===== src/rtl/music_sequencer_multi.sv =====
// Multi-channel note sequencer: each channel walks its own {note_on, note, delay} ROM and holds each note for `delay` tempo ticks.
// Latency: the first note reaches note_out/gate_out 2 clk10Mhz cycles after start is sampled; a zero-delay event costs 2 cycles.
// Backpressure: none. The ROM answers one cycle after rom_addr. pause freezes tick counting, stop aborts every channel on the next edge.
//
// Ports:
//   clk10Mhz, reset        system clock, asynchronous active-high reset
//   tick, pause            one-cycle tempo strobe, level that freezes counting
//   start, stop, loop_en   playback control pulses; loop_en selects loop vs one-shot
//   msg_len, transpose     per-channel message count (0 = silent) and signed semitone shift
//   rom_addr, rom_data     per-channel ROM port; rom_data is valid one cycle after rom_addr
//   note_out, gate_out     registered, transposed note code and note-on per channel
//   busy, done             any channel active; one-cycle pulse when a one-shot run completes
module music_sequencer_multi #(
    parameter int CHANNELS    = 2,
    parameter int ADDR_BITS   = 10,
    parameter int NOTE_BITS   = 7,
    parameter int DELAY_BITS  = 12,
    parameter int NOTE_OFFSET = -12,
    parameter bit LOOP_SYNC   = 1'b1
) (
    input  logic                                       clk10Mhz,
    input  logic                                       reset,
    input  logic                                       tick,
    input  logic                                       start,
    input  logic                                       stop,
    input  logic                                       pause,
    input  logic                                       loop_en,
    input  logic [CHANNELS*(ADDR_BITS+1)-1:0]          msg_len,
    input  logic [CHANNELS*6-1:0]                      transpose,
    output logic [CHANNELS*ADDR_BITS-1:0]              rom_addr,
    input  logic [CHANNELS*(1+NOTE_BITS+DELAY_BITS)-1:0] rom_data,
    output logic [CHANNELS*NOTE_BITS-1:0]              note_out,
    output logic [CHANNELS-1:0]                        gate_out,
    output logic                                       busy,
    output logic                                       done
);

    localparam int WORD_BITS = 1 + NOTE_BITS + DELAY_BITS;
    localparam int SUM_BITS  = NOTE_BITS + 3;
    localparam logic signed [SUM_BITS-1:0] OFF_S = SUM_BITS'(NOTE_OFFSET);

    typedef enum logic [2:0] {S_IDLE, S_FETCH, S_LOAD, S_WAIT, S_END} state_t;

    state_t                st_q   [CHANNELS];
    state_t                st_d   [CHANNELS];
    logic [ADDR_BITS-1:0]  addr_q [CHANNELS];
    logic [ADDR_BITS-1:0]  addr_d [CHANNELS];
    logic [DELAY_BITS-1:0] cnt_q  [CHANNELS];
    logic [DELAY_BITS-1:0] cnt_d  [CHANNELS];
    logic [NOTE_BITS-1:0]  note_q [CHANNELS];
    logic [NOTE_BITS-1:0]  note_d [CHANNELS];
    logic [CHANNELS-1:0]   gate_q;
    logic [CHANNELS-1:0]   gate_d;
    logic                  done_d;
    logic                  all_end;

    // Per-iteration scratch for the next-state loop.
    logic [ADDR_BITS:0]    len;
    logic [WORD_BITS-1:0]  word;
    logic [5:0]            tr;
    logic                  advance;

    // note + offset + transpose evaluated with 3 guard bits, then saturated.
    function automatic logic [NOTE_BITS-1:0] clamp_note(input logic [NOTE_BITS-1:0] n,
                                                        input logic [5:0]           t);
        logic signed [SUM_BITS-1:0] sum;
        sum = $signed({3'b000, n}) + $signed({{(SUM_BITS-6){t[5]}}, t}) + OFF_S;
        if (sum[SUM_BITS-1])
            clamp_note = '0;
        else if (|sum[SUM_BITS-2:NOTE_BITS])
            clamp_note = '1;
        else
            clamp_note = sum[NOTE_BITS-1:0];
    endfunction

    always_comb begin
        busy    = 1'b0;
        all_end = 1'b1;
        for (int c = 0; c < CHANNELS; c++) begin
            if (st_q[c] != S_IDLE) busy    = 1'b1;
            if (st_q[c] != S_END)  all_end = 1'b0;
        end
    end

    always_comb begin
        done_d  = 1'b0;
        gate_d  = gate_q;
        len     = '0;
        word    = '0;
        tr      = '0;
        advance = 1'b0;
        for (int c = 0; c < CHANNELS; c++) begin
            st_d[c]   = st_q[c];
            addr_d[c] = addr_q[c];
            cnt_d[c]  = cnt_q[c];
            note_d[c] = note_q[c];
            len       = msg_len[c*(ADDR_BITS+1) +: ADDR_BITS+1];
            word      = rom_data[c*WORD_BITS +: WORD_BITS];
            tr        = transpose[c*6 +: 6];
            advance   = 1'b0;

            if (stop) begin
                st_d[c]   = S_IDLE;
                addr_d[c] = '0;
                gate_d[c] = 1'b0;
            end else begin
                case (st_q[c])
                    S_IDLE: begin
                        // Every channel is idle together, so !busy also rejects start mid-run.
                        if (start && !busy) begin
                            addr_d[c] = '0;
                            st_d[c]   = (len == '0) ? S_END : S_FETCH;
                        end
                    end
                    S_FETCH: st_d[c] = S_LOAD;
                    S_LOAD: begin
                        note_d[c] = clamp_note(word[WORD_BITS-2 -: NOTE_BITS], tr);
                        gate_d[c] = word[WORD_BITS-1];
                        cnt_d[c]  = word[DELAY_BITS-1:0];
                        if (word[DELAY_BITS-1:0] == '0)
                            advance = 1'b1;
                        else
                            st_d[c] = S_WAIT;
                    end
                    S_WAIT: begin
                        if (tick && !pause) begin
                            cnt_d[c] = cnt_q[c] - DELAY_BITS'(1);
                            if (cnt_q[c] == DELAY_BITS'(1)) advance = 1'b1;
                        end
                    end
                    S_END: begin
                        gate_d[c] = 1'b0;
                        if (all_end) begin
                            if (loop_en && LOOP_SYNC) begin
                                addr_d[c] = '0;
                                st_d[c]   = (len == '0) ? S_END : S_FETCH;
                            end else if (!loop_en) begin
                                st_d[c] = S_IDLE;
                                done_d  = 1'b1;
                            end
                        end
                    end
                    default: st_d[c] = S_IDLE;
                endcase

                if (advance) begin
                    // addr+1 < len avoids underflow of len-1 if msg_len changes mid-run.
                    if (({1'b0, addr_q[c]} + (ADDR_BITS+1)'(1)) < len) begin
                        addr_d[c] = addr_q[c] + ADDR_BITS'(1);
                        st_d[c]   = S_FETCH;
                    end else if (loop_en && !LOOP_SYNC) begin
                        addr_d[c] = '0;
                        st_d[c]   = S_FETCH;
                    end else begin
                        st_d[c]   = S_END;
                        gate_d[c] = 1'b0;
                    end
                end
            end
        end
    end

    always_ff @(posedge clk10Mhz or posedge reset) begin
        if (reset) begin
            for (int c = 0; c < CHANNELS; c++) begin
                st_q[c]   <= S_IDLE;
                addr_q[c] <= '0;
                cnt_q[c]  <= '0;
                note_q[c] <= '0;
            end
            gate_q <= '0;
            done   <= 1'b0;
        end else begin
            for (int c = 0; c < CHANNELS; c++) begin
                st_q[c]   <= st_d[c];
                addr_q[c] <= addr_d[c];
                cnt_q[c]  <= cnt_d[c];
                note_q[c] <= note_d[c];
            end
            gate_q <= gate_d;
            done   <= done_d;
        end
    end

    for (genvar g = 0; g < CHANNELS; g++) begin : g_out
        assign rom_addr[g*ADDR_BITS +: ADDR_BITS] = addr_q[g];
        assign note_out[g*NOTE_BITS +: NOTE_BITS] = note_q[g];
    end
    assign gate_out = gate_q;

endmodule


===== config.mk =====
export PLATFORM = sky130hd
export DESIGN_NAME = music_sequencer_multi
export DESIGN_NICKNAME = d
export VERILOG_FILES = /design/src/rtl/music_sequencer_multi.sv
export SDC_FILE = /design/constraint.sdc
export NUM_CORES = 1
export LEC_CHECK = 0
export ABC_CLOCK_PERIOD_IN_PS = 3900
export BUFFER_PORTS_ARGS = -buffer_cell sky130_fd_sc_hd__buf_2
export CAP_MARGIN = 20
export CORE_MARGIN = 2
export CORE_UTILIZATION = 30
export CTS_BUF_LIST = sky130_fd_sc_hd__clkbuf_8
export CTS_CLUSTER_DIAMETER = 80
export DETAILED_ROUTE_END_ITERATION = 8
export GPL_TIMING_DRIVEN = 0
export SLEW_MARGIN = 20
export SYNTH_ARGS = -nofsm -noshare
export SYNTH_HDL_FRONTEND = slang
export SYNTH_SLANG_ARGS = --single-unit

===== constraint.sdc =====
create_clock -name clk10Mhz -period 3.9 [get_ports clk10Mhz]
set_clock_uncertainty 0.1 [all_clocks]
set_input_delay 0.78 -clock clk10Mhz [delete_from_list [all_inputs] [get_ports clk10Mhz]]
set_output_delay 0.78 -clock clk10Mhz [all_outputs]
set_load 0.03 [all_outputs]

# Yosys cells after proc, flatten, opt, wreduce, memory -nomap -nowiden
# Cells that the tools add are included.
# totals
regBits	67
inputBits	81
# classes
addsub	10
n_lt_le_gt_ge	2
n_eq_ne	22
muxes	70
bitwise_logic	1
reduce_logical	22
# op_table
cell	count
2-to-1 mux 10 bit	12
2-to-1 mux 3 bit	16
case mux 12 bit (2 select lines)	2
case mux 10 bit (2 select lines)	2
case mux 3 bit (5 select lines)	2
2-to-1 mux 7 bit	4
2-to-1 mux 1 bit	26
== test 12 x 1 -> 1 bit, second input constant	2
logical NOT 12 bit	2
2-to-1 mux 12 bit	2
!= test 4 bit, second input constant	6
subtractor 12 x 1 -> 12 bit, second input constant	2
adder 10 x 1 -> 11 bit, second input constant	2
logical NOT 11 bit	2
< comparator 11 bit	2
adder 10 x 1 -> 10 bit, second input constant	2
adder 9 x 5 -> 10 bit, second input constant	2
adder 8 x 6 -> 9 bit	2
== test 3 x 2 -> 1 bit, second input constant	4
!= test 3 bit, second input constant	4
case mux 1 bit (2 select lines)	4
AND reduction 4 bit	2
== test 3 x 1 -> 1 bit, second input constant	2
== test 3 bit, second input constant	2
other kinds (10)	19

# Depth between registers and ports, before layout
# Gate-level depths: netlist of run 1.
# logic_depth
depth_word	10
ltp_mapped	13
mapped_depth_nobuf	12

# Least setup slack after synthesis of run 1
# Ideal clock, no wire load.
# synth_timing
path_type	reg-to-reg
from	register addr_q (netlist bit rom_addr[10])
to	register addr_q (netlist bit rom_addr[10])
arrival_time_ns	2.761
required_time_ns	3.722
setup_slack_ns	0.961
path_stages_with_launch	13
n_path_buf	0
period_less_slack_ns	2.939
path_cell_list	dfrtp_1 ha_1 and3_1 and3_1 and3_1 xor2_1 ha_1 a211oi_1 nor2_1 nor2_1 o211ai_2 or2_1 a21oi_1
# synth_rtl
element	line	text
start: declaration	46	logic [ADDR_BITS-1:0] addr_q [CHANNELS];
start signal: indexed assignment	176	addr_q[c] <= addr_d[c];

==> results of run 1 <==
final cells by class:
type | count | area share [%]
Antenna cell | 1 | 0.0375
Buffer | 22 | 1.78
Clock buffer | 9 | 1.86
Clock inverter | 7 | 1.16
Inverter | 55 | 3.13
Multi-Input combinational cell | 540 | 53.5
Sequential cell | 67 | 25.1
Tap cell | 229 | 4.29
Timing Repair Buffer | 118 | 9.08
synth_stat cells, types with 4 or more instances:
cell	instances	area share, %
sky130_fd_sc_hd__a211oi_1	7	0.94
sky130_fd_sc_hd__a21o_1	15	2.0
sky130_fd_sc_hd__a21oi_1	58	5.2
sky130_fd_sc_hd__a31oi_1	5	0.56
sky130_fd_sc_hd__and2_1	7	0.79
sky130_fd_sc_hd__and3_1	11	1.2
sky130_fd_sc_hd__buf_2	5	0.45
sky130_fd_sc_hd__buf_6	4	0.81
sky130_fd_sc_hd__clkbuf_1	13	0.88
sky130_fd_sc_hd__dfrtp_1	67	30
sky130_fd_sc_hd__fa_1	4	1.4
sky130_fd_sc_hd__ha_1	54	12
sky130_fd_sc_hd__inv_1	54	3.6
sky130_fd_sc_hd__nand2_1	80	5.4
sky130_fd_sc_hd__nand2b_1	16	1.8
sky130_fd_sc_hd__nand3_1	19	1.7
sky130_fd_sc_hd__nand4_1	7	0.79
sky130_fd_sc_hd__nor2_1	48	3.2
sky130_fd_sc_hd__nor3_1	16	1.4
sky130_fd_sc_hd__nor3b_1	8	1.1
sky130_fd_sc_hd__nor4_1	12	1.3
sky130_fd_sc_hd__o21ai_0	63	5.7
sky130_fd_sc_hd__o22ai_1	11	1.2
sky130_fd_sc_hd__or2_2	4	0.45
sky130_fd_sc_hd__or3_1	6	0.67
sky130_fd_sc_hd__xnor2_1	7	1.1
sky130_fd_sc_hd__xor2_1	10	1.6
routing by layer:
metal	part of all wire (%)	up-vias	GRT usage, %
li1	-	2735	-
met1	49	2517	21.5
met2	45	128	24.7
met3	5.6	11	4.21
met4	0.73	0	2.82
met5	0	-	0
state kept, by name, indices dropped and copies added, names as in the netlist:
register,flops
note_out,14
cnt_q,24
gate_out,2
rom_addr,20
done,1
st_q,6
worst register-to-register path, stage by stage, from the launching register on:
cell	delay (ns)
sky130_fd_sc_hd__dfrtp_1	0.47
sky130_fd_sc_hd__ha_1	0.26
sky130_fd_sc_hd__and3_1	0.24
sky130_fd_sc_hd__and3_1	0.25
sky130_fd_sc_hd__and3_1	0.25
sky130_fd_sc_hd__xor2_1	0.18
sky130_fd_sc_hd__ha_1	0.26
sky130_fd_sc_hd__a211oi_1	0.22
sky130_fd_sc_hd__nor2_1	0.11
sky130_fd_sc_hd__nor2_1	0.12
sky130_fd_sc_hd__o211ai_2	0.20
sky130_fd_sc_hd__nand2_1	0.28
sky130_fd_sc_hd__o21ai_0	0.15
how the worst max path moves through the flow:
stage | startpoint | endpoint | slack (ns)
4_1_cts | rom_addr[0] | rom_addr[6] | 0.69
6_report | rom_addr[10] | rom_addr[13] | 0.68
5_1_grt | rom_addr[10] | rom_addr[16] | 0.41
3_3_place_gp | reset | rom_addr[6] | 0.15
2_1_floorplan | rom_addr[10] | rom_addr[10] | 0.96
3_5_place_dp | transpose[7] | note_out[7] | 0.51
report_power, final:
group / internal, mW / switching (mW) / leakage [nW]
sequential: 0.896 / 0.224 / 0.857
clock: 0.298 / 0.313 / 0.0881
combinational: 0.397 / 0.659 / 2.39
total: 1.59 / 1.20 / 3.34
logic make-up after synthesis:
family,count (synthesis)
flops,67
buf+inv,77
simple gates,263
fa+ha+maj,58
xor+xnor,17
compound gates,202
through the flow:
| stage | hold WS [ns] | setup WS [ns] | cells | power [mW] | area (um2) |
|---|---|---|---|---|---|
| floorplan | 0.364 | 0.961 | 684 | 1.84 | 5570 |
| global placement | 0.347 | 0.155 | 1030 | 2.17 | 6440 |
| detailed placement | 0.355 | 0.506 | 1031 | 2.19 | 6470 |
| CTS | 0.332 | 0.686 | 1047 | 2.81 | 6670 |
| global route | 0.355 | 0.405 | 1047 | 3.01 | 6670 |
| finish | 0.324 | 0.685 | 1048 | 2.79 | 6670 |
==> results, run 1 <==
- The run finished, with violations left.
- The checks that failed: design-rule violations.
- Once the clock tree was built, the resizer swapped 0 gates to a different size.
- In this run the worst path has a maximum fanout of 8.
- Clock tree synthesis selected as its root buffer the cell sky130_fd_sc_hd__clkbuf_8.
- Counting flops with an async set or reset pin after synthesis yields a share of 100%.
- Among the stages of the critical path, the cell type that occurs most often is sky130_fd_sc_hd__and3_1.
- After Yosys synthesis, and, or, nand and nor cells account for 25.1% of the synthesized area.
- The required time of the critical path is 4.04 ns.
- Setup repair after global routing left no endpoint under its margin.
- The cell count after synthesis came out at 684.
- The start-to-end type of the worst setup path is reg2reg.
- The iteration-0 DRC count of the detailed router is 241.
- For the worst-skew pair, the clock arrives at the later sink with an insertion delay of 0.37 ns.
- The routability congestion estimate from global placement is 0.853.
- For the worst setup path, the data arrival time is 3.35 ns.
- The number of buffers added to fix hold violations after cts is 0.
- The footprint of the flip-flops and latches is 1680 um2.
- The initial antenna violation count is 1.
- The total negative slack is 0 ns.
- The power per standard cell area is 418 nW/um2.
- Of the total synthesized cell area, the portion taken by XOR and XNOR cells is 2.67%.
- On the critical path, the stage with the largest delay is an instance of sky130_fd_sc_hd__dfrtp_1.
- STA classifies the critical path startpoint as a register.
- The relative area change from synthesis to final layout is 19.7%.
- The total count of max-transition violations in the final report is 0.
- On the worst path, the slowest cell contributes a delay of 0.47 ns.
- The worst slew slack as a fraction of its limit is 24.9%.
- The total of endpoints with negative setup slack in the final report is 0.
- The via density per instance is 5.14.
- The global-route wire length before repair is 24.9 mm.
- The clock input transition at the sequential cells of the worst setup and hold paths is 0.08 ns.
- Fill cells in the final layout number 1952.
- In this run the standard cell core region covers 18100 um2.
- The detailed-placement wirelength estimate is 11.7 mm.
- Yosys printed 0 warnings.
- Across the run, the number of max-cap violations was 0.
- The number of input and output port buffers inserted is 117.
- By area, the combinational part of the netlist is dominated by simple AND/OR/NAND/NOR gates.
- The clock tree synthesis step divided the H-tree into 3 levels.
- For this design the static power due to leakage is 3.34 nW.
- Walking the worst path, the cells encountered are ha_1 -> and3_1 -> and3_1 -> and3_1 -> xor2_1 -> ha_1 -> a211oi_1 -> nor2_1 -> nor2_1 -> o211ai_2 -> nand2_1 -> o21ai_0.
- The most used flip-flop cell after synthesis is sky130_fd_sc_hd__dfrtp_1.
- Counting the buffers created by CTS gives 9.
- The vertical extent of the die is 140 um.
- In this run the critical register-to-register path is launched from rom_addr[10].
- The worst ir drop on vdd is 0.208 mV.
- The clock period minus worst slack is 3.22 ns.
- The logic depth of the worst setup path including buffers is 12.
- The final routed wirelength across all metal layers is 15.1 mm.
- The initialized floorplan defines 49 standard-cell rows.
- The worst-case reg-to-reg path depth is 12.
- TritonCTS built the clock tree.
- In this run, synthesis inferred 0 flip-flops with an integrated enable.
- Static timing analysis puts the maximum clock frequency at 311 MHz.
- Once the clock tree was built, the setup fixing pass inserted 0 buffers.
- The fraction of layout cells with a size suffix above 1 is 20.3%.
- Summing over every cut layer, the via total after detailed routing is 5391.
- In the global route stage, overall resource usage came out at 15.6%.
- The effective utilization at floorplan is 30.8%.
- Summing the areas of all fa, ha and maj instances in the mapped netlist gives 13.6% of the synthesized area.
- The worst flop-to-flop path endpoint is rom_addr[13].
- The dominant delay contributor by cell family on the critical path is simple AND/OR/NAND/NOR gates.
- Of the available clock period, the critical path in the final layout requires 82.4%.
- The die covers 19700 um2.
- The number of DRC violations after detailed routing is 4.
- The mapped netlist covers 5570 um2.
- Counting along the longest clock path gives a buffer depth of 2.
- The internal reg-to-reg setup slack is 0.68 ns.
- The average size of a mapped cell is 8.15 um2.
- The count of final hold-check violations is 0.
- The number of routed nets with antenna violations is 0.
- Dividing the detail-routed wire length by the instance count gives 14.4 um.
- The number of buffers and inverters on the critical path is 0.
- Leaving out fill and tap cells, the most frequent cells in the layout are 122 x sky130_fd_sc_hd__buf_2, 80 x sky130_fd_sc_hd__nand2_1, 67 x sky130_fd_sc_hd__dfrtp_1.
- Counting flops and latches in the post-synthesis netlist gives 67.
- The share of the core filled with cells is 36.9%.
- The worst setup path is captured at a register.
- The pin count of the biggest net entering global routing is 36.
- In the final layout, the multi-input gates occupy 3570 um2.
- The net count of the mapped netlist is 823.
- The mux cell area share after synthesis is 0%.
- In this run the worst hold path is classified as in2async.
- The share of the Yosys chip area taken by registers is 30.1%.
- 119 I/O pins were placed.
- For this run, the post-layout net count is 952.
- The count of different cell masters after synthesis is 73.
- The most common cell after layout, fill and taps aside is sky130_fd_sc_hd__buf_2.
- The synthesized-area fraction occupied by ao, oa, aoi and oai cells is 22.7%.
- The first detailed-routing pass ran for 7 iterations.
- The tree built by TritonCTS fans out to 67 sinks.
- The pin slew with the least headroom to its limit is 1.12 ns.
- The via count of the first global-routing pass was 5067.
- For this run the aggregate overflow at the end of global routing stands at 0.
- The width of the die is 140 um.
No activity file was read; power rests on OpenSTA's default activity.
==> run 2, diff against run 1 <==
Settings changed: ABC_CLOCK_PERIOD_IN_PS 3900 to 2580.
Clock period 3.9 ns to 2.58 ns, I/O delays scaled along.
==> run 2 against run 1 <==
  * The run ends with negative setup slack left
  * Die area did not move
  * Final area rose by 7.8%
  * First-iteration DRC count is 10% higher
  * Clock-buffer cell count up 3
  * Highest routed layer unchanged
  * Routed wire length is 2.3% higher
  * Final cell count increased by 2.1%
  * Global-route usage about the same
  * Sequential power grew 50%
  * Critical path type unchanged
  * Clock power increased by 57%
==> results, run 2 (same netlist as run 1, synthesis figures left out) <==
- The area of the core region is 18100 um2 (unchanged).
- The pin count of the biggest net entering global routing is 37 (+2.8%).
- The checks that failed: negative setup slack.
- The effective utilization at floorplan is 30.8% (unchanged).
- The number of input and output port buffers inserted is 117 (unchanged).
- The dominant delay contributor by cell family on the critical path is simple AND/OR/NAND/NOR gates.
- STA classifies the critical path startpoint as a register.
- The via count of the first global-routing pass came to 5121 (+1.1%).
- The part of the cycle the worst path needs is 107% (+24 points).
- TritonCTS built the clock tree.
- Counting flops per register, the top entry is cnt_q.
- The clock input transition at the sequential cells of the worst setup and hold paths is 0.08 ns (about the same).
- The number of routed nets with antenna violations is 0 (unchanged).
- The final worst-path setup slack was -0.172 ns (-0.856 ns).
- The slowest cell on the critical path is sky130_fd_sc_hd__dfrtp_2.
- The start-to-end type of the worst setup path is reg2reg.
- Setup repair after global routing could not meet its margin everywhere.
- The post-placement cell count is 1031 (unchanged).
- The number of buffers on the longest clock path was 2 (unchanged).
- The max-cap violation count is 0 (unchanged).
- The clock period minus worst slack is 2.75 ns (-0.464 ns).
- The met1 global-route usage is 22.0% (+0.53 points).
- The routability congestion estimate from global placement is 0.866 (+1.5%).
- The detailed-route via count came to 5472 (+1.5%).
- The total global-route track usage was 15.5% (-0.036 points).
- The layout filler cell count is 1833 (-6.1%).
- The power per standard cell area is 597 nW/um2 (+43%).
- The insertion delay to the later sink of the worst-skew pair came to 0.35 ns (-0.02 ns).
- The number of flip-flops under the largest register name is 24 (unchanged).
- The largest stage delay on the critical path is 0.45 ns (-0.02 ns).
- The footprint of the flip-flops and latches is 1690 um2 (+0.75%).
- The number of buffers added to fix hold violations after cts was 0 (unchanged).
- The average routed wire per standard cell is 14.5 um (+0.15%).
- The deepest level of the CTS H-tree is 3 (unchanged).
- met2 is the most crowded layer.
- The cell occurring most often along the worst timing path is sky130_fd_sc_hd__and3_4.
- The cell chosen for the clock root is sky130_fd_sc_hd__clkbuf_8.
- The area growth from synthesis to layout is 29.1%.
- The number of clock buffers inserted by TritonCTS is 9 (unchanged).
- Traced cell by cell, the critical path runs through ha_4 -> and3_4 -> and3_4 -> and3_4 -> xor2_1 -> ha_1 -> a211oi_2 -> nor2_2 -> nor2_2 -> o211ai_4 -> buf_4 -> nand2_8 -> o21ai_1.
- The worst slew slack as a fraction of its limit is 36.9% (+12 points).
- The worst ir drop on vdd is 0.284 mV (+37%).
- The static leakage power is 3.52 nW (+5.5%).
- The total of endpoints with negative setup slack in the final report was 21 (+21).
- The fraction of layout cells with a size suffix above 1 was 29.6% (+9.3 points).
- The area occupied by multi-input gates came to 3890 um2 (+9.0%).
- The final antenna diode count is 0 (-1).
- The worst setup path is captured at a register.
- The global-route track usage on met3 is 2.09% (-2.1 points).
- The width of the die came to 140 um (unchanged).
- The number of nets in the layout is 975 (+2.4%).
- The most common cell after layout, fill and taps aside is sky130_fd_sc_hd__buf_2.
- In the layout the commonest cells are 122 x sky130_fd_sc_hd__buf_2, 74 x sky130_fd_sc_hd__nand2_1, 57 x sky130_fd_sc_hd__dfrtp_1.
- The iteration-0 DRC count of the detailed router is 265 (+10%).
- The met2 track demand over resource in global routing is 24.5% (-0.21 points).
- The via density per instance is 5.11 (-0.58%).
- The classification of the worst-slack hold path is in2async.
- The global-route wire length before repair is 25.1 mm (+0.69%).
- The count of placed standard cells in the final layout, fillers left out was 1070 (+2.1%).
- The detailed-router iteration count before antenna repair came to 4 (-3).
- The count of final hold-check violations came to 0 (unchanged).
- The required time of the critical path is 2.73 ns (-1.31 ns).
- The largest fanout on the critical path is 7 (-1).
- The internal reg-to-reg setup slack is -0.17 ns (-0.86 ns).
- The number of buffers and inverters on the critical path is 1 (+1).
- The total count of max-transition violations in the final report is 0 (unchanged).
- The final routed wirelength across all metal layers came to 15.5 mm (+2.3%).
- The data arrival time of the critical path is 2.90 ns (-0.45 ns).
- The residual overflow from global routing was 0 (unchanged).
- The number of DRC violations after detailed routing came to 0 (-4).
- The flow ran to the end, but the final reports show violations.
- The total negative slack is -2.64 ns (-2.64 ns).
- The number of core rows is 49 (unchanged).
- The share of the core filled with cells is 39.8% (+2.9 points).
- The vertical extent of the die is 140 um (unchanged).
- The initial antenna violation count came to 0 (-1).
- The floorplan die area is 19700 um2 (unchanged).
- The sink count of the clock tree is 67 (unchanged).
- The detailed-placement wirelength estimate came to 11.6 mm (-0.88%).
- The number of I/O pins is 119 (unchanged).
- The pin slew with the least headroom to its limit is 0.940 ns (-0.180 ns).
- The fmax is 363 MHz (+17%).
## run 2: changes by cell type in the layout (fill, tap and decap cells not counted), moves of 10 or more
cell                      change
sky130_fd_sc_hd__o21ai_0     -22
sky130_fd_sc_hd__buf_4       +20
sky130_fd_sc_hd__o21ai_1     +20
sky130_fd_sc_hd__a21oi_1     -12
sky130_fd_sc_hd__a21oi_2     +11
sky130_fd_sc_hd__dfrtp_1     -10
sky130_fd_sc_hd__dfrtp_2     +10
## run 2: timing repair
item,in CTS,in global routing
cloned,1,0
setup endpoints to repair,23,41
gates resized for setup,29,39
pin swaps,20,18
buffers inserted,20,3
## run 2: power by group
group | switching (mW) | internal (mW)
registers | 0.327 | 1.35
clock network | 0.438 | 0.523
logic | 1.03 | 0.625
total | 1.79 | 2.50
## run 2: per-stage QoR
| stage | setup slack [ns] | total power [mW] | hold slack [ns] | instance area (um2) |
|---|---|---|---|---|
| finish | -0.172 | 4.30 | 0.0622 | 7190 |
| global route | -0.291 | 4.63 | 0.105 | 7190 |
| CTS | -0.198 | 4.29 | 0.0759 | 7030 |
| detailed placement | -0.361 | 3.30 | 0.353 | 6550 |
| global placement | -1.08 | 3.29 | 0.350 | 6530 |
| floorplan | -0.131 | 2.80 | 0.364 | 5660 |
## run 2: final timing paths
kind                            depth (start not counted)    startpoint           end
worst max-delay path                                   13  rom_addr[10]  rom_addr[18]
worst min-delay path                                    2         reset      cnt_q[8]
worst max register to register                         13  rom_addr[10]  rom_addr[18]
worst min register to register                          2  note_out[13]  note_out[13]
max in group asynchronous                               3         reset   rom_addr[2]
min in group clk10Mhz                                   3  rom_data[20]      cnt_q[0]
## run 2: per-layer routing
layer	up-vias	part of all wire (%)
li1	2772	-
met1	2553	50
met2	132	44
met3	15	4.7
met4	0	1.5
met5	-	0
## run 2: layout make-up
cell class	count	area share [%]
clock buffer	12	2.30
tap	229	3.98
timing repair buffer	141	11.0
sequential	67	23.5
buffer	21	1.60
multi-input combinational	541	54.1
clock inverter	4	0.661
inverter	55	2.90
==> run 3, diff against run 2 <==
Settings changed: MAX_ROUTING_LAYER set to met4.
==> run 3 against run 2 <==
  * Non-clock buffer count did not move
  * Critical path type unchanged
  * Largest power group unchanged
  * Final area unchanged
  * Sequential share of layout area unchanged
  * Global-route usage rose by 0.47 points
  * Critical endpoint unchanged
  * Via count decreased by 0.62%
  * Critical path depth unchanged
  * The flow still finishes with violations (negative setup slack)
  * First-iteration DRC count is 0.38% higher
  * Clock-buffer cell count unchanged
==> results, run 3 (same netlist as run 1, synthesis figures left out) <==
- The part of the cycle the worst path needs was 107% (-0.12 points).
- The clock period minus worst slack came to 2.75 ns (-0.00310 ns).
- The routability congestion estimate from global placement is 0.880 (+1.6%).
- The iteration-0 DRC count of the detailed router is 266 (+0.38%).
- The vertical extent of the die is 140 um (unchanged).
- The area of the core region is 18100 um2 (unchanged).
- The global-route wire length before repair was 25.1 mm (unchanged).
- The final reports fail on negative setup slack.
- The top cell types in the final layout, fill and taps aside, are 122 x sky130_fd_sc_hd__buf_2, 74 x sky130_fd_sc_hd__nand2_1, 57 x sky130_fd_sc_hd__dfrtp_1.
- TritonCTS built the clock tree.
- The total placed instance area is 6550 um2 (unchanged).
- The internal reg-to-reg setup slack was -0.17 ns (about the same).
- The number of flip-flops under the largest register name is 24 (unchanged).
- The signal on the critical path passes through ha_4 -> and3_4 -> and3_4 -> and3_4 -> xor2_1 -> ha_1 -> a211oi_2 -> nor2_2 -> nor2_2 -> o211ai_4 -> buf_4 -> nand2_8 -> o21ai_1.
- The largest individual stage delay along the critical path comes from the cell sky130_fd_sc_hd__dfrtp_2.
- The detailed-route via count was 5438 (-0.62%).
- The number of input and output port buffers inserted is 117 (unchanged).
- The static leakage power came to 3.52 nW (about the same).
- The via density per instance was 5.08 (-0.62%).
- The cell that appears most often on the critical path is sky130_fd_sc_hd__and3_4.
- The sink count of the clock tree is 67 (unchanged).
- The fraction of layout cells with a size suffix above 1 was 29.6% (unchanged).
- The initial antenna violation count came to 0 (unchanged).
- The number of routed nets with antenna violations is 0 (unchanged).
- The floorplan die area is 19700 um2 (unchanged).
- The number of buffers on the longest clock path is 2 (unchanged).
- The layout filler cell count is 1833 (unchanged).
- The final instance area is 7190 um2 (unchanged).
- The width of the die is 140 um (unchanged).
- The number of I/O pins is 119 (unchanged).
- The final routed wirelength across all metal layers came to 15.5 mm (+0.18%).
- The category of the worst setup path capture point is a register.
- The final antenna diode count came to 0 (unchanged).
- The start-to-end type of the worst setup path is reg2reg.
- The launching element of the worst setup path is rom_addr[10].
- The count of final hold-check violations was 0 (unchanged).
- Leaving out fill and tap cells, the most frequent cell in the layout is sky130_fd_sc_hd__buf_2.
- The total of endpoints with negative setup slack in the final report is 21 (unchanged).
- The clock input transition at the sequential cells of the worst setup and hold paths came to 0.08 ns (about the same).
- The effective utilization at floorplan is 30.8% (unchanged).
- The total count of max-transition violations in the final report is 0 (unchanged).
- The worst setup path is launched from a register.
- The total global-route track usage is 16.0% (+0.47 points).
- The tree is rooted in a sky130_fd_sc_hd__clkbuf_8.
- The power per standard cell area was 596 nW/um2 (-0.17%).
- The deepest level of the CTS H-tree is 3 (unchanged).
- The run finished, with violations left.
- The number of nets in the layout is 975 (unchanged).
- The number of clock buffers inserted by TritonCTS is 9 (unchanged).
- The worst slew slack as a fraction of its limit was 36.6% (-0.32 points).
- The detailed-router iteration count before antenna repair was 6 (+2).
- The final worst-path setup slack is -0.168 ns (+0.00310 ns).
- The worst flop-to-flop path endpoint is rom_addr[18].
- The pin slew with the least headroom to its limit is 0.945 ns (+0.00484 ns).
- The largest fanout on the critical path was 7 (unchanged).
- The required time of the critical path is 2.72 ns (about the same).
- The max-cap violation count is 0 (unchanged).
- The detailed-placement wirelength estimate is 11.6 mm (unchanged).
- The worst-case reg-to-reg path depth is 13 (unchanged).
- The pin count of the biggest net entering global routing was 37 (unchanged).
- In this run the worst setup path terminates at rom_addr[18].
- The classification of the worst-slack hold path is in2async.
- The data arrival time of the critical path is 2.89 ns (about the same).
- The fmax came to 364 MHz (+0.11%).
- The worst reg2reg path startpoint is rom_addr[10].
- The residual overflow from global routing was 0 (unchanged).
- The worst ir drop on vdd is 0.283 mV (-0.47%).
- The total chip power was 4.29 mW (-0.17%).
- More flip-flops sit in one register than any other, and that register is cnt_q.
- The via count of the first global-routing pass was 5122 (+0.020%).
- The average routed wire per standard cell is 14.5 um (+0.18%).
- The largest stage delay on the critical path is 0.45 ns (about the same).
- The insertion delay to the later sink of the worst-skew pair is 0.35 ns (about the same).
- The number of core rows came to 49 (unchanged).
- The relative area change from synthesis to final layout is 29.1% (unchanged).
- Setup repair after global routing could not meet its margin everywhere.
- The number of DRC violations after detailed routing is 0 (unchanged).
run 3: cell counts in the layout (fill, tap and decap cells not counted):
No cell type changed its count.
run 3: final cells by class:
type	count	area, um2	share of cell area (%)
Clock buffer	12	165	2.30
Tap cell	229	287	3.98
Multi-Input combinational cell	541	3890	54.1
Inverter	55	209	2.90
Clock inverter	4	47.5	0.661
Sequential cell	67	1690	23.5
Buffer	21	115	1.60
Timing Repair Buffer	141	790	11.0
run 3: repair_timing:
action,4_1_cts,5_1_grt
buffers inserted,20,3
pin swaps,20,18
resized for setup,29,37
endpoints found under the setup margin,23,41
endpoints found under the hold margin,0,0
gates cloned,1,0
hold buffers,0,0
run 3: power by group:
group,internal [mW],leakage [nW],switching [mW]
clock,0.523,0.108,0.432
sequential,1.35,0.840,0.328
combinational,0.625,2.58,1.03
run 3: routing by layer:
layer | vias up | GRT usage, % | routed length (um)
met5 | - | - | 0
met4 | 0 | 3.99 | 171
met3 | 10 | 2.67 | 682
met2 | 122 | 24.5 | 6860
met1 | 2538 | 22.1 | 7780
li1 | 2768 | - | -
run 3: through the flow:
stage                     TNS (ns)  instances  setup WS, ns  utilization (%)  hold WS [ns]
final                        -2.57       1070        -0.168             39.8        0.0708
after detailed placement     -9.58       1031        -0.361             36.2         0.353
after CTS                    -2.10       1067        -0.198             38.9        0.0759
after floorplan             -0.556        684        -0.131                -         0.364
after global placement      -67.37       1030         -1.08             36.1         0.350
after global routing         -5.58       1070        -0.291             39.8        0.0974
run 3: worst max-delay path: cells and delay by family, from the launching register on:
kind	cells	cell delay [ns]
AOI/OAI and AO/OA	3	0.42
DFF	1	0.45
adders and majority gates	2	0.48
and+or+nand+nor	6	0.87
xor gates and xnor gates	1	0.14
buffers and inverters	1	0.19
run 3: how the worst min path moves through the flow:
stage | start | endpoint | slack (ns) | cells past startpoint
floorplan | cnt_q[11] | cnt_q[11] | 0.36 | 2
global placement | note_out[13] | note_out[13] | 0.35 | 2
detailed placement | note_out[13] | note_out[13] | 0.35 | 2
CTS | reset | st_q[4] | 0.08 | 2
global route | reset | cnt_q[23] | 0.1 | 2
finish | reset | note_out[6] | 0.07 | 2
